$ cat config.mk
export PLATFORM = sky130hd
export DESIGN_NAME = fp_pre_align
export DESIGN_NICKNAME = d
export VERILOG_FILES = /design/src/rtl/fpu_pkg.sv /design/src/rtl/align_shift_sticky.sv /design/src/rtl/fp_pre_align.sv
export SDC_FILE = /design/constraint.sdc
export NUM_CORES = 1
export LEC_CHECK = 0
export BUFFER_PORTS_ARGS = -buffer_cell sky130_fd_sc_hd__clkbuf_2
export CELL_PAD_IN_SITES_DETAIL_PLACEMENT = 2
export CELL_PAD_IN_SITES_GLOBAL_PLACEMENT = 2
export CORE_MARGIN = 2
export CORE_UTILIZATION = 35
export DETAILED_ROUTE_END_ITERATION = 10
export GPL_ROUTABILITY_DRIVEN = 1
export PLACE_DENSITY_LB_ADDON = 0.3
export SLEW_MARGIN = 15
export SYNTH_ARGS = -nofsm -noshare
export SYNTH_HDL_FRONTEND = slang
export SYNTH_SLANG_ARGS = --single-unit
export TNS_END_PERCENT = 20
$ cat constraint.sdc
create_clock -name clk -period 8.42 [get_ports clk]
set_clock_uncertainty 0.05 [all_clocks]
set_input_delay 1.684 -clock clk [delete_from_list [all_inputs] [get_ports clk]]
set_output_delay 1.684 -clock clk [all_outputs]
set_load 0.01 [all_outputs]
$ cat src/rtl/fpu_pkg.sv
// Shared single-precision field constants and decoded-operand type
// for the FP add/sub front end.
package fpu_pkg;

    localparam int EXP_W    = 8;
    localparam int FRAC_W   = 23;
    localparam int AW       = FRAC_W + 3;

    localparam int SIGN_BIT = 31;
    localparam int EXP_MSB  = 30;
    localparam int EXP_LSB  = 23;
    localparam int FRAC_MSB = 22;
    localparam int FRAC_LSB = 0;

    typedef struct packed {
        logic              sign;
        logic [EXP_W-1:0]  eff_exp;
        logic              hidden;
        logic [FRAC_W-1:0] frac;
    } fp_dec_t;

    // Denormals and zero share effective exponent 1 with no hidden bit.
    function automatic fp_dec_t fp_decode(input logic [31:0] op);
        fp_dec_t d;
        d.sign    = op[SIGN_BIT];
        d.frac    = op[FRAC_MSB:FRAC_LSB];
        d.hidden  = |op[EXP_MSB:EXP_LSB];
        d.eff_exp = d.hidden ? op[EXP_MSB:EXP_LSB] : EXP_W'(1);
        return d;
    endfunction

endpackage

$ cat src/rtl/align_shift_sticky.sv
// Right shifter that folds every shifted-out bit into bit 0.
// Shift amounts >= AW collapse the input to a single sticky bit.
module align_shift_sticky
    import fpu_pkg::*;
#(
    parameter int EXP_W  = fpu_pkg::EXP_W,
    parameter int FRAC_W = fpu_pkg::FRAC_W,
    localparam int AW    = FRAC_W + 3
) (
    input  logic [AW-1:0]    in,
    input  logic [EXP_W-1:0] amt,
    output logic [AW-1:0]    out
);

    logic [AW-1:0] w_shifted;
    logic [AW-1:0] w_lost_mask;
    logic          w_sticky;

    // Oversized shifts give zero shifted data and an all-ones mask,
    // so the same expression covers the diff >= AW case.
    always_comb begin
        w_shifted   = in >> amt;
        w_lost_mask = ~({AW{1'b1}} << amt);
        w_sticky    = |(in & w_lost_mask);
        out         = {w_shifted[AW-1:1], w_shifted[0] | w_sticky};
    end

endmodule

$ cat src/rtl/fp_pre_align.sv
// Two-stage FP add/sub pre-alignment: magnitude swap in stage 1,
// sticky alignment shift of the smaller mantissa in stage 2.
module fp_pre_align
    import fpu_pkg::*;
#(
    parameter int EXP_W  = fpu_pkg::EXP_W,
    parameter int FRAC_W = fpu_pkg::FRAC_W,
    localparam int AW    = FRAC_W + 3
) (
    input  logic             clk,
    input  logic             rst,
    input  logic             in_valid,
    output logic             in_ready,
    input  logic [31:0]      op_a,
    input  logic [31:0]      op_b,
    input  logic             sub_op,
    output logic             out_valid,
    input  logic             out_ready,
    output logic [AW-1:0]    big_mant,
    output logic [AW-1:0]    small_mant,
    output logic [EXP_W-1:0] exp_big,
    output logic             sign_big,
    output logic             eff_sub,
    output logic             swapped
);

    fp_dec_t            w_dec_a;
    fp_dec_t            w_dec_b;
    fp_dec_t            w_big;
    logic [EXP_W-1:0]   w_small_exp;
    logic [AW-1:0]      w_small_raw;
    logic               w_swap;
    logic [EXP_W-1:0]   w_diff;
    logic               w_eff_sub;
    logic               w_sign_big;

    logic               w_s2_ld;
    logic               w_s1_adv;
    logic               w_s1_ld;
    logic [AW-1:0]      w_small_aligned;

    logic               r_s1_valid;
    logic [AW-1:0]      r_s1_big_mant;
    logic [AW-1:0]      r_s1_small_raw;
    logic [EXP_W-1:0]   r_s1_diff;
    logic [EXP_W-1:0]   r_s1_exp_big;
    logic               r_s1_sign_big;
    logic               r_s1_eff_sub;
    logic               r_s1_swapped;

    logic               r_s2_valid;
    logic [AW-1:0]      r_s2_big_mant;
    logic [AW-1:0]      r_s2_small_mant;
    logic [EXP_W-1:0]   r_s2_exp_big;
    logic               r_s2_sign_big;
    logic               r_s2_eff_sub;
    logic               r_s2_swapped;

    // Stage 1 datapath: decode, magnitude compare, route, exponent diff.
    always_comb begin
        w_dec_a     = fp_decode(op_a);
        w_dec_b     = fp_decode(op_b);
        w_swap      = {w_dec_b.eff_exp, w_dec_b.hidden, w_dec_b.frac}
                    > {w_dec_a.eff_exp, w_dec_a.hidden, w_dec_a.frac};
        w_big       = w_swap ? w_dec_b : w_dec_a;
        w_small_exp = w_swap ? w_dec_a.eff_exp : w_dec_b.eff_exp;
        w_small_raw = w_swap ? {w_dec_a.hidden, w_dec_a.frac, 2'b00}
                             : {w_dec_b.hidden, w_dec_b.frac, 2'b00};
        w_diff      = w_big.eff_exp - w_small_exp;
        w_eff_sub   = w_dec_a.sign ^ w_dec_b.sign ^ sub_op;
        w_sign_big  = w_big.sign ^ (w_swap & sub_op);
    end

    // A stage loads when empty or when its downstream drains this cycle.
    always_comb begin
        w_s2_ld  = ~r_s2_valid | out_ready;
        w_s1_adv = r_s1_valid & w_s2_ld;
        w_s1_ld  = ~r_s1_valid | w_s1_adv;
    end

    assign in_ready = w_s1_ld & ~rst;

    align_shift_sticky #(
        .EXP_W  (EXP_W),
        .FRAC_W (FRAC_W)
    ) u_shift (
        .in  (r_s1_small_raw),
        .amt (r_s1_diff),
        .out (w_small_aligned)
    );

    // Stage 1 register: capture routed operands on accept.
    always_ff @(posedge clk) begin
        if (rst) begin
            r_s1_valid     <= 1'b0;
            r_s1_big_mant  <= '0;
            r_s1_small_raw <= '0;
            r_s1_diff      <= '0;
            r_s1_exp_big   <= '0;
            r_s1_sign_big  <= 1'b0;
            r_s1_eff_sub   <= 1'b0;
            r_s1_swapped   <= 1'b0;
        end else if (w_s1_ld) begin
            r_s1_valid <= in_valid;
            if (in_valid) begin
                r_s1_big_mant  <= {w_big.hidden, w_big.frac, 2'b00};
                r_s1_small_raw <= w_small_raw;
                r_s1_diff      <= w_diff;
                r_s1_exp_big   <= w_big.eff_exp;
                r_s1_sign_big  <= w_sign_big;
                r_s1_eff_sub   <= w_eff_sub;
                r_s1_swapped   <= w_swap;
            end
        end
    end

    // Stage 2 register: aligned result, held while the consumer stalls.
    always_ff @(posedge clk) begin
        if (rst) begin
            r_s2_valid      <= 1'b0;
            r_s2_big_mant   <= '0;
            r_s2_small_mant <= '0;
            r_s2_exp_big    <= '0;
            r_s2_sign_big   <= 1'b0;
            r_s2_eff_sub    <= 1'b0;
            r_s2_swapped    <= 1'b0;
        end else if (w_s2_ld) begin
            r_s2_valid <= r_s1_valid;
            if (r_s1_valid) begin
                r_s2_big_mant   <= r_s1_big_mant;
                r_s2_small_mant <= w_small_aligned;
                r_s2_exp_big    <= r_s1_exp_big;
                r_s2_sign_big   <= r_s1_sign_big;
                r_s2_eff_sub    <= r_s1_eff_sub;
                r_s2_swapped    <= r_s1_swapped;
            end
        end
    end

    // Outputs read as zero for the whole time reset is held.
    always_comb begin
        out_valid  = r_s2_valid & ~rst;
        big_mant   = rst ? '0 : r_s2_big_mant;
        small_mant = rst ? '0 : r_s2_small_mant;
        exp_big    = rst ? '0 : r_s2_exp_big;
        sign_big   = ~rst & r_s2_sign_big;
        eff_sub    = ~rst & r_s2_eff_sub;
        swapped    = ~rst & r_s2_swapped;
    end

endmodule

==> results of run 1 <==
-- cell usage after synthesis (4+ instances only) --
cell type	n
o31ai_1	5
nor2b_1	66
a311oi_1	23
inv_1	41
or3_1	4
o22ai_1	6
o21ai_0	28
clkbuf_1	68
dfxtp_1	130
ha_1	31
mux4_2	4
buf_4	4
a22o_1	9
a22oi_1	13
mux2i_1	36
o211ai_1	13
nor2_1	131
or2_2	4
nor3_1	20
o2bb2ai_1	13
buf_1	11
mux2_2	10
a211oi_1	39
nand4_1	9
nand2_1	159
nand3_1	20
buf_2	7
a21oi_1	112
-- through the flow --
| step | area, um2 | hold WS (ns) |
|---|---|---|
| finish | 9470 | 0.403 |
| global route | 9470 | 0.425 |
| CTS | 9460 | 0.408 |
| detailed placement | 8870 | 0.398 |
| global placement | 8870 | 0.391 |
| floorplan | 8130 | 0.379 |
-- power groups by stage --
stage	sequential (mW)	clock (mW)	combinational [mW]
after floorplan	0.689	0	0.322
after global placement	0.716	0	0.437
after detailed placement	0.718	0	0.451
after CTS	0.705	0.773	0.459
after global routing	0.710	0.805	0.509
final	0.706	0.760	0.460
-- kinds of logic after synthesis --
kind of cell / after synthesis
xor gates and xnor gates: 7
buffers and inverters: 133
DFF: 130
muxes: 50
AOI/OAI and AO/OA: 297
and+or+nand+nor: 430
other: 1
adders and majority gates: 34
-- flip-flops by register name (all words and copies together) (netlist names) --
name	flops
r_s2_eff_sub	1
r_s2_swapped	1
r_s1_sign_big	1
r_s2_valid	1
r_s1_exp_big	8
r_s1_valid	1
r_s1_small_raw	24
r_s2_small_mant	26
r_s1_swapped	1
r_s1_diff	8
r_s1_eff_sub	1
r_s2_big_mant	24
r_s1_big_mant	24
r_s2_sign_big	1
r_s2_exp_big	8
-- critical path, cell delays in order --
cell and delay, ns:
clkbuf_2 0.10, or4_1 0.54, o41ai_2 0.43, inv_1 0.16
ha_1 0.33, nand3_1 0.09, or4_4 0.52, nor3_1 0.28
o31ai_1 0.18, nand2_2 0.34, buf_4 0.67, nand2_1 0.15
a311oi_1 0.35
-- metal layers --
layer / GRT usage (%) / share of wire, % / vias up
li1: - / - / 3968
met1: 33.1 / 44 / 4074
met2: 43.2 / 48 / 188
met3: 4.46 / 4.8 / 50
met4: 11.3 / 3.3 / 0
met5: 0 / 0 / -
-- worst min-delay path by stage --
stage | start | to | slack [ns]
after floorplan | r_s1_exp_big[4] | r_s2_exp_big[4] | 0.38
after global routing | r_s2_big_mant[3] | r_s2_big_mant[3] | 0.42
after CTS | r_s2_swapped | r_s2_swapped | 0.41
final | r_s2_exp_big[1] | r_s2_exp_big[1] | 0.40
after detailed placement | r_s2_swapped | r_s2_swapped | 0.40
after global placement | r_s2_exp_big[5] | r_s2_exp_big[5] | 0.39
-- layout make-up --
type,instances,share of cell area [%]
inverter,43,1.70
clock buffer,17,4.49
multi-input combinational,820,52.9
sequential,130,27.5
timing repair buffer,142,7.82
clock inverter,15,1.74
antenna,1,0.0264
tap,285,3.77
==> run metrics, run 1 <==
CTS max path bufs 2; R2R Path End r_s2_small_mant[0]; Setup Total Neg Slack 0 ns; setup ws final 2.84 ns; die width 156 um; Remaining DRCs 0; most common cell after layout, fill and taps aside nand2_1; synthesized cell area 8120 um2; I/O pins 134; gr ovfl total 0; reg2reg path depth 8; Post-synth ARST share 0%; Tcrit/Tclk final 66.2%; number of nets in the layout 1254; P_int 1.24 mW; Reg power frac 36.7%; area delta synth->final 16.5%; Post-CTS Hold Fix Bufs 0; Site Rows 55; Design Power 1.93 mW; # port buffers 131; maxcap violations 0; setup violators final 0; Simple-Gate Fraction of Synth Area 23.8%; most frequent cells in the layout 159 x nand2_1, 130 x nor2_1, 130 x clkbuf_2, 130 x dfxtp_1, 112 x a21oi_1; Crit Path Class primary input to flip-flop; #FFs+latches synth 130; footprint of the multi-input gates 5010 um2; CTS Buf Count 17; cell accounting for the most synthesized area dfxtp_1; Syn Inst Count 1082; filler instances 2661; status finished, final reports clean; Slew Viols, Final 0; Total GRT Usage 26.0%; unrepaired setup endpoints after global routing false; Peak Freq 179 MHz; fin util 41.7%; largest family of logic cells by synthesized area compound AO/OA/AOI/OAI gates; First DRT Iteration DRCs 465; Worst-Skew Late Latency 0.44 ns; YS warnings 0; Sw Ratio 35.8%; reg2reg start r_s1_diff[2]; Final ANT Viol Nets 0; Tightest Pin Transition 0.886 ns; vias in the first global route 8638; Initial Util 35.8%; share of the synthesized area in the top cell type 32.0%; relative slew slack 40.9%; DR vias/cell 5.70; Post-CTS Setup Bufs 0; Area contributors post-synth dfxtp_1 32%, nand2_1 7.3%, a21oi_1 6.9%; clock-pin slew on the worst setup and hold paths 0.06 ns; Synth Area in Adders 5.14%; post-cts resize count 0; initial antenna violation count 1; sequential-to-total area share from yosys stat 32.0%; Synth Flop Type dfxtp_1; Routed wire per std cell 21.5 um; Die Y-Extent 156 um; H-tree Lvls 4; reg-to-reg slack, setup 5.47 ns; First-pass DRT Iterations 5; HP Class flip-flop to flip-flop; CP Launch Type primary input; Post-Route WL 31.3 mm; crit-path max FO 72; Logic pwr share 23.9%; RePlAce Congestion 0.890; clock network fraction of total power 39.5%; total clock sinks 130; EDFF count, synth 0; Hold Fails Final Rpt 0; Netlist cell types 72; CTS tree built; dpl hpwl 22.9 mm; CP startpoint op_a[28]; layout cells sized above 1 17.8%; Crit. End Element flip-flop; first-pass GRT wire length 48.8 mm; Register Area 2600 um2; via count 8280; Avg Cell Area, Syn 7.51 um2; Cell Pwr Density 203 nW/um2; Synth Area in Compound Gates 24.7%; Min Clock Period, post-route 5.58 ns; Worst Path Required 8.69 ns; WP data arrival 5.85 ns; Non-Filler Instances 1453; VDD IR max 117 uV; clk root buf clkbuf_16; Min-Delay Path Depth 2; XOR/XNOR share of the synthesized area 0.847%; Placed Cells incl. Taps 1420; largest net degree at the start of global routing 86; leakage 3.97 nW; switching pwr 689 uW; post-synthesis mux area share 6.93%; full die area 24400 um2; critical path endpoint r_s1_small_raw[19]; dpl ws 2.45 ns; core area 22700 um2
No activity file was read; power rests on OpenSTA's default activity.
==> inputs of run 2 (changes only) <==
--- a/config.mk
+++ b/config.mk
@@ -5,11 +5,12 @@
 export SDC_FILE = /design/constraint.sdc
 export NUM_CORES = 1
 export LEC_CHECK = 0
+export ABC_AREA = 1
 export BUFFER_PORTS_ARGS = -buffer_cell sky130_fd_sc_hd__clkbuf_2
 export CELL_PAD_IN_SITES_DETAIL_PLACEMENT = 2
 export CELL_PAD_IN_SITES_GLOBAL_PLACEMENT = 2
 export CORE_MARGIN = 2
-export CORE_UTILIZATION = 35
+export CORE_UTILIZATION = 31
 export DETAILED_ROUTE_END_ITERATION = 10
 export GPL_ROUTABILITY_DRIVEN = 1
 export PLACE_DENSITY_LB_ADDON = 0.3
==> constraint.sdc (replaced) <==
create_clock -name clk -period 5.35 [get_ports clk]
set_clock_uncertainty 0.05 [all_clocks]
set_input_delay 1.07 -clock clk [delete_from_list [all_inputs] [get_ports clk]]
set_output_delay 1.07 -clock clk [all_outputs]
set_load 0.01 [all_outputs]
==> run 2 against run 1 <==
Effect of this change: worst setup slack got worse by 1.7 ns; flip-flop and latch count did not move; synthesized cell count is 19% higher; clock power up 55%; final cell count up 18%; sequential share of layout area fell by 0.45 points; total power grew 58%; sequential power rose by 54%.
==> run metrics, run 2 <==
Crit Path Class primary input to flip-flop (unchanged); I/O pins 134 (unchanged); maxcap violations 0 (unchanged); unrepaired setup endpoints after global routing false (unchanged); Min-Delay Path Depth 2 (unchanged); Area contributors post-synth dfxtp_1 32%, nand2_1 12%, a21oi_1 9.4% (was dfxtp_1 32%, nand2_1 7.3%, a21oi_1 6.9%); Remaining DRCs 0 (unchanged); leakage 4.43 nW (was 3.97 nW); cell accounting for the most synthesized area dfxtp_1 (unchanged); max reg flops 26 (unchanged); CP max stage delay 0.44 ns (was 0.67 ns); Synth Flop Type dfxtp_1 (unchanged); Final ANT Viol Nets 0 (unchanged); slowest stage cell on the critical path buf_4 (unchanged); crit-path max FO 64 (was 72); Hold Path Sink r_s2_exp_big[1] (unchanged); Routed wire per std cell 19.4 um (was 21.5 um); first-pass GRT wire length 53.7 mm (was 48.8 mm); Post-Route WL 33.2 mm (was 31.3 mm); R2R Path End r_s2_small_mant[5] (was r_s2_small_mant[0]); total clock sinks 130 (unchanged); clock-pin slew on the worst setup and hold paths 0.06 ns (about the same); Hold Fails Final Rpt 0 (unchanged); # port buffers 131 (unchanged); Most Frequent Cell on Critical Path nor2_1; reg2reg start r_s1_diff[7] (was r_s1_diff[2]); H-tree Lvls 4 (unchanged); Design Power 3.04 mW (was 1.93 mW); Post-CTS Hold Fix Bufs 0 (unchanged); Die Y-Extent 167 um (was 156 um); share of the synthesized area in the top cell type 31.7% (was 32.0%); First-pass DRT Iterations 5 (unchanged); Avg Cell Area, Syn 6.40 um2 (was 7.51 um2); HP Start r_s2_exp_big[1] (unchanged); Non-Filler Instances 1712 (was 1453); via count 8976 (was 8280); clk root buf clkbuf_16 (unchanged); CP Launch Type primary input (unchanged); Most flops, register r_s2_small_mant (unchanged); status finished, final reports clean (unchanged); synth cell count leaders 271 x nand2_1, 173 x inv_1, 154 x a21oi_1 (was 159 x nand2_1, 131 x nor2_1, 130 x dfxtp_1); synthesized cell area 8220 um2 (was 8120 um2); full die area 27800 um2 (was 24400 um2); Setup Total Neg Slack 0 ns (unchanged); post-cts resize count 0 (unchanged); CTS tree built (unchanged); area delta synth->final 17.1% (was 16.5%); most frequent cells in the layout 269 x nand2_1, 173 x inv_1, 154 x a21oi_1, 130 x clkbuf_2, 130 x dfxtp_1 (was 159 x nand2_1, 130 x nor2_1, 130 x clkbuf_2, 130 x dfxtp_1, 112 x a21oi_1); Worst Path Required 5.62 ns (was 8.69 ns); Post-synth ARST share 0% (unchanged); antenna cells 0 (was 1); Netlist cell types 54 (was 72); layout cells sized above 1 14.9% (was 17.8%); fin util 36.9% (was 41.7%); Total GRT Usage 24.1% (was 26.0%); setup violators final 0 (unchanged); Min Clock Period, post-route 4.21 ns; dpl hpwl 23.8 mm (was 22.9 mm); CTS Buf Count 17 (unchanged); relative slew slack 37.7% (was 40.9%); Syn Inst Count 1284 (was 1082); number of nets in the layout 1464 (was 1254); most common cell after layout, fill and taps aside nand2_1 (unchanged); VDD IR max 158 uV (was 117 uV); top-count cell post-synth nand2_1 (unchanged); Crit. End Element flip-flop (unchanged); Initial Util 31.5% (was 35.8%); #FFs+latches synth 130 (unchanged); Crit path buffers/inverters 4 (was 3); YS warnings 0 (unchanged); Tcrit/Tclk final 78.7%; filler instances 3256 (was 2661); Cell Pwr Density 316 nW/um2 (was 203 nW/um2); DR vias/cell 5.24 (was 5.70); Largest delay share family, worst path simple AND/OR/NAND/NOR gates (unchanged); First DRT Iteration DRCs 438 (was 465); HP Class flip-flop to flip-flop (unchanged); sequential-to-total area share from yosys stat 31.7% (was 32.0%); Site Rows 59 (was 55); Worst-Skew Late Latency 0.43 ns (was 0.44 ns); cells along the critical path clkbuf_2 > nor4_1 > nand3_1 > nor2_1 > nor2_1 > ha_1 > inv_1 > nor2_1 > nand3_2 > a21oi_1 > nor2_1 > nand2_4 > nand2_8 > inv_2 > buf_4 > nand2_1 > o211ai_1 > a21oi_1 (was clkbuf_2 > or4_1 > o41ai_2 > inv_1 > ha_1 > nand3_1 > or4_4 > nor3_1 > o31ai_1 > nand2_2 > buf_4 > nand2_1 > a311oi_1); die width 167 um (was 156 um); Peak Freq 238 MHz; gr ovfl total 0 (unchanged); EDFF count, synth 0 (unchanged); Slew Viols, Final 0 (unchanged); Placed Cells incl. Taps 1680 (was 1420); largest net degree at the start of global routing 86 (unchanged); Tightest Pin Transition 0.934 ns (was 0.886 ns); core area 26100 um2 (was 22700 um2); initial antenna violation count 1 (unchanged); RePlAce Congestion 0.894 (was 0.890); vias in the first global route 9683 (was 8638); CTS max path bufs 2 (unchanged); reg-to-reg slack, setup 2.32 ns (was 5.47 ns); Post-CTS Setup Bufs 0 (unchanged); WP data arrival 4.48 ns (was 5.85 ns); reg2reg path depth 12 (was 8)
[run 2: worst reg2reg max path: cells and delay by family (launching register included)]
family	cells	cell delay, ns
buf+inv	3	0.54
flops	1	0.32
compound gates	3	0.53
simple gates	6	1.54
[run 2: area by class of cell]
type	count	area (um2)	area share, %
clock inverters	14	144	1.50
flip-flops and latches	130	2600	27.0
inverters	179	672	6.98
well taps	335	419	4.36
multi-input cells	890	4590	47.7
clock buffers	18	429	4.46
repair buffers	146	771	8.01
[run 2: worst max-delay path by stage]
stage,from,end,slack [ns],cells after the start
2_1_floorplan,op_a[27],r_s1_diff[7],1.96,22
3_3_place_gp,op_a[27],r_s1_small_raw[11],1.14,18
3_5_place_dp,op_a[27],r_s1_small_raw[11],0.95,18
4_1_cts,op_a[27],r_s1_small_raw[19],1.14,18
5_1_grt,op_a[27],r_s1_small_raw[19],0.78,18
6_report,op_a[27],r_s1_small_raw[19],1.14,18
[run 2: cells by family after synthesis]
family / count (synthesis) / share of synthesized area, %
multiplexers: 10 / 1.22
adder cells (fa/ha/maj): 31 / 4.72
buffers and inverters: 265 / 12.7
flip-flops: 130 / 31.7
other: 1 / 0.0456
XOR/XNOR: 4 / 0.426
AO/OA/AOI/OAI: 372 / 25.1
AND/OR/NAND/NOR: 471 / 24.2
[run 2: per-stage QoR]
step / area [um2] / worst slack [ns] / hold slack (ns)
after floorplan: 8220 / 1.96 / 0.380
after global placement: 9050 / 1.14 / 0.392
after detailed placement: 9050 / 0.952 / 0.399
after CTS: 9620 / 1.14 / 0.411
after global routing: 9620 / 0.779 / 0.424
final: 9620 / 1.14 / 0.408
[run 2: layer usage]
metal / vias to the layer above / GRT usage (%) / wire (um)
met4: 2 / 5.96 / 553
met3: 45 / 4.09 / 944
met1: 4445 / 30.4 / 15100
met5: - / 0 / 11
li1: 4348 / - / -
met2: 136 / 42.6 / 16600
[run 2: where the power goes]
part	internal, mW	switching, mW	leakage (nW)
Sequential	1.04	0.0501	1.07
Combinational	0.235	0.534	3.09
Clock	0.655	0.529	0.269
